[config.mk]
export PLATFORM = sky130hd
export DESIGN_NAME = decoder_3to8
export DESIGN_NICKNAME = d
export VERILOG_FILES = /design/src/rtl/dec_pkg.sv /design/src/rtl/decoder_comb.sv /design/src/rtl/decoder_3to8.sv
export SDC_FILE = /design/constraint.sdc
export NUM_CORES = 1
export LEC_CHECK = 0
export BUFFER_PORTS_ARGS = -buffer_cell sky130_fd_sc_hd__buf_4
export CAP_MARGIN = 20
export CORE_AREA = 2 2 39 41
export DETAILED_ROUTE_END_ITERATION = 8
export DIE_AREA = 0 0 41 43
export PLACE_DENSITY_LB_ADDON = 0.05
export SLEW_MARGIN = 20
export SYNTH_ARGS = -nofsm -noshare
export SYNTH_HDL_FRONTEND = slang
export SYNTH_SLANG_ARGS = --single-unit
[constraint.sdc]
create_clock -name clk -period 0.8 [get_ports clk]
set_clock_uncertainty 0.15 [all_clocks]
set_input_delay 0.12 -clock clk [delete_from_list [all_inputs] [get_ports clk]]
set_output_delay 0.12 -clock clk [all_outputs]
set_load 0.01 [all_outputs]
[src/rtl/dec_pkg.sv]
// Shared widths and a reference one-hot helper for the 3-to-8 decoder.
package dec_pkg;

  localparam int unsigned DEC_IN_W  = 3;
  localparam int unsigned DEC_OUT_W = 1 << DEC_IN_W;

  function automatic logic [DEC_OUT_W-1:0] onehot_f(input logic [DEC_IN_W-1:0] idx);
    logic [DEC_OUT_W-1:0] v;
    v = '0;
    for (int unsigned k = 0; k < DEC_OUT_W; k++) begin
      v[k] = (idx == DEC_IN_W'(k));
    end
    return v;
  endfunction

endpackage

[src/rtl/decoder_comb.sv]
// Pure combinational binary-to-one-hot generator with selectable output polarity.
module decoder_comb #(
  parameter int unsigned IN_W       = 3,
  parameter bit          ACTIVE_LOW = 1'b0
) (
  input  logic [IN_W-1:0]      i_x,
  output logic [(1<<IN_W)-1:0] o_y
);

  localparam int unsigned OUT_W = 1 << IN_W;

  // Compare against every index instead of shifting, so no intermediate exceeds OUT_W.
  always_comb begin
    o_y = '0;
    for (int unsigned k = 0; k < OUT_W; k++) begin
      o_y[k] = (i_x == IN_W'(k)) ^ ACTIVE_LOW;
    end
  end

endmodule

[src/rtl/decoder_3to8.sv]
// Registered 3-to-8 one-hot decoder; y comes only from the output register.
module decoder_3to8
  import dec_pkg::*;
#(
  parameter int unsigned IN_W       = DEC_IN_W,
  parameter bit          ACTIVE_LOW = 1'b0
) (
  input  logic                 clk,
  input  logic                 rst_n,
  input  logic [IN_W-1:0]      x,
  output logic [(1<<IN_W)-1:0] y
);

  localparam int unsigned OUT_W = 1 << IN_W;
  localparam logic [OUT_W-1:0] INACTIVE = ACTIVE_LOW ? {OUT_W{1'b1}} : {OUT_W{1'b0}};

  logic [OUT_W-1:0] w_dec;
  logic [OUT_W-1:0] w_next;
  logic [OUT_W-1:0] r_y;

  decoder_comb #(
    .IN_W      (IN_W),
    .ACTIVE_LOW(ACTIVE_LOW)
  ) u_decoder_comb (
    .i_x(x),
    .o_y(w_dec)
  );

  // An unknown index deasserts every output in simulation; synthesis sees only the decode.
  always_comb begin
    w_next = w_dec;
`ifndef SYNTHESIS
    if ($isunknown(x)) begin
      w_next = INACTIVE;
    end
`endif
  end

  always_ff @(posedge clk) begin
    if (!rst_n) begin
      r_y <= INACTIVE;
    end else begin
      r_y <= w_next;
    end
  end

  assign y = r_y;

endmodule

* Word level (Yosys, flattened, before mapping)
Cells that the tools add are included.
** Word-level totals
- Bits in registers :: 8
- Output and inout port bits :: 8
- Logic and storage cells :: 9
** Operators by class
- Equality and inequality tests :: 7
- Reduce and logical (&&, ||, !) cells :: 1
** Operator list (count)
- $eq 3x3->1 const B :: 4
- $eq 3x2->1 const B :: 2
- $eq 3x1->1 const B :: 1
- $logic_not 3->1 :: 1

* Longest topological paths before layout
- Depth after elaboration :: 1
- Depth in mapped cells :: 1

* By module
From an unflattened synthesis, not the netlist that was laid out.
** Second synthesis, totals
- Cells, all modules :: 24
- Area, all modules :: 275.3 sq um
** Modules (own cells, without submodules)
- decoder_3to8 :: times used 1, cells an instance 16, area each 210.2 sq um, sequential area each 160.2 sq um
- decoder_comb :: times used 1, cells an instance 8, area each 65.1 sq um, sequential area each 0.0 sq um

* Worst setup path before layout
Ideal clock, no wire load.
- Path type :: register to output
- Start :: reg r_y[0] (netlist: y[0])
- End :: out y[0]
- Arrival :: 0.331 ns
- Required time :: 0.530 ns
- Path slack :: 0.199 ns
- Cell stages (with the launch flop) :: 1
- Path buffers :: 0
- Path through :: dfxtp_1
** RTL lines
- start: declaration :: RTL line decoder_3to8.sv:19 : logic [OUT_W-1:0] r_y;
- start signal: assignment :: RTL line decoder_3to8.sv:43 : r_y <= w_next;
- end: declaration :: RTL line decoder_3to8.sv:11 : output logic [(1<<IN_W)-1:0] y
No word-level cell between the ends.

* Worst setup path in the final report
- Start :: reg r_y[2] (netlist: y[2])
- End :: out y[2]
No word-level cell between the ends.

==> results.tsv <==
metric	value	unit
dr.pass1.iters	2	
antenna_found_initial	0	
die_x	41	µm
wl_met2	227	µm
finalCriticalPeriod	0.940	ns
clock_path_buffers	2	
dieArea	0.00176	mm²
synthSimpleGateAreaFrac	0.376	
cts_sinks	8	
violations	hold timing, setup timing	
rsz0062_at_grt	yes	
yosysWarnings	0	
highest_layer	met3	
dp_slack	0.0460	ns
path_clk_slew	0.05	ns
tightest_slew	0.183	ns
antennaDiodeCount	0	
cts_tree	built	
fp.dieH	43	µm
initial_core_util	0.185	
post-route-period-util	1.17	
syn-cell-area	256	µm²
drive_gt1_frac	0.968	
grt_pass1_vias	165	
routed_via_density	3.94	
gp_congestion	0.589	
fin_area	428	µm²
ir_worst_vdd	0.000629	V
worstSetupPathType	reg -> out	
cts_buffers	3	
post_cts.repair.setup_buffers	0	
leakagePower	0.184	nW
ctsRootBufferMaster	clkbuf_4	
dpl-instance-area	367	µm²
syn_inst	16	
start_kind	flop	
fp-row-count	14	
drt_iter0_drc	3	
worst_setup_path_end_kind	output pin	
largest_reg_flops	8	
critPathMaxFanout	1	
p_total	0.787	mW
areaGrowthSynthToFinish	66.8	%
maxCapViolCount	0	
setup_ws	-0.140	ns
crit_family	flip-flops	
synth_top_family_by_area	simple AND/OR/NAND/NOR gates	
ys_seq_area_frac	0.624	
yosysUniqueCellTypes	5	
hold_path.class	in -> reg	
worstPathCellList	buf_6	
num_vias	185	
fin_util	0.309	
core	0.00138	mm²
status	complete, but fails checks	
drt-total-wl	474	µm
htreeDepth	1	
worstPathArrival	0.67	ns
pin_count	13	
final_hold_viol_count	1	
synth-compound-area-share	0	
cp.required	0.53	ns
drv_slew	0	
wire_per_inst	10.1	µm
synth-xor-area-share	0	
holdWs	-0.0708	ns
slowest_stage	dfxtp_2	
fmax	1060	MHz
grt_max_degree	9	
grt_util_all_layers	0.0654	
yosys.area_share.adder	0	
muxShareOfSynthArea	0	
crit_buf_inv	1	
synth.avg_cell_area	16.0	µm²
powerDensity	1840	mW/mm²
grt_first_pass_wirelength	696	µm
maxSlewHeadroom	0.878	
finish.net_count	38	
syn_nets	21	
gr-total-overflow	0	
met1_length	209	µm
route.detailed.drc	0	
synth-seq-cells	8	
antenna_left	0	
met3_length	37	µm
setup_viol	8	
max_stage_delay	0.31	ns
io_buffers	12	
dp.final_hpwl	345	µm
per-stage QoR:
| step | TNS, ns | instances |
|---|---|---|
| global placement | 0 | 44 |
| global route | -1.27 | 47 |
| floorplan | 0 | 16 |
| CTS | -1.14 | 47 |
| finish | -1.08 | 47 |
| detailed placement | 0 | 44 |
area by class of cell:
cell class	instances	area (µm²)
clock buffer	3	22.5
fill	133	956
sequential	8	169
multi-input combinational	8	96.3
timing repair buffer	12	120
tap	16	20.0
Yosys cell counts:
cell | number | area, µm²
and4_2 | 1 | 10.0
and4b_2 | 3 | 33.8
nor4b_2 | 1 | 15.0
and4bb_2 | 3 | 37.5
dfxtp_1 | 8 | 160
placed cells by master, fill, tap and decap left out:
master / instances
nor4b_2: 1
and4b_2: 3
and4_2: 1
buf_4: 4
dfxtp_2: 7
clkbuf_4: 3
dfxtp_1: 1
and4bb_2: 3
buf_6: 8
per-layer routing:
metal / track usage / vias up
li1: - / 96
met5: 0 / -
met1: 0.0680 / 82
met4: 0.0800 / 0
met2: 0.0813 / 7
met3: 0.0314 / 0
cell families (layout without fill, tap and decap cells):
group                  after synthesis  after routing
AND/OR/NAND/NOR                      8              8
flip-flops                           8              8
buffers and inverters                0             15
power breakdown:
group	internal [mW]	switching [mW]
Combinational	0.0452	0.0297
Sequential	0.412	0.00468
Clock	0.171	0.125
Total	0.628	0.159
timing repair:
item,in CTS,in global routing
setup endpoints to repair,8,8
gates resized for setup,12,3
endpoints found under the hold margin,1,1
worst paths after layout:
| kind | endpoint | from | slack, ns | depth (start not counted) |
|---|---|---|---|---|
| worst min-delay path | y[0] | x[1] | -0.07 | 2 |
| worst max-delay path | y[2] | y[2] | -0.14 | 1 |
Power figures use the tool's default switching activity.
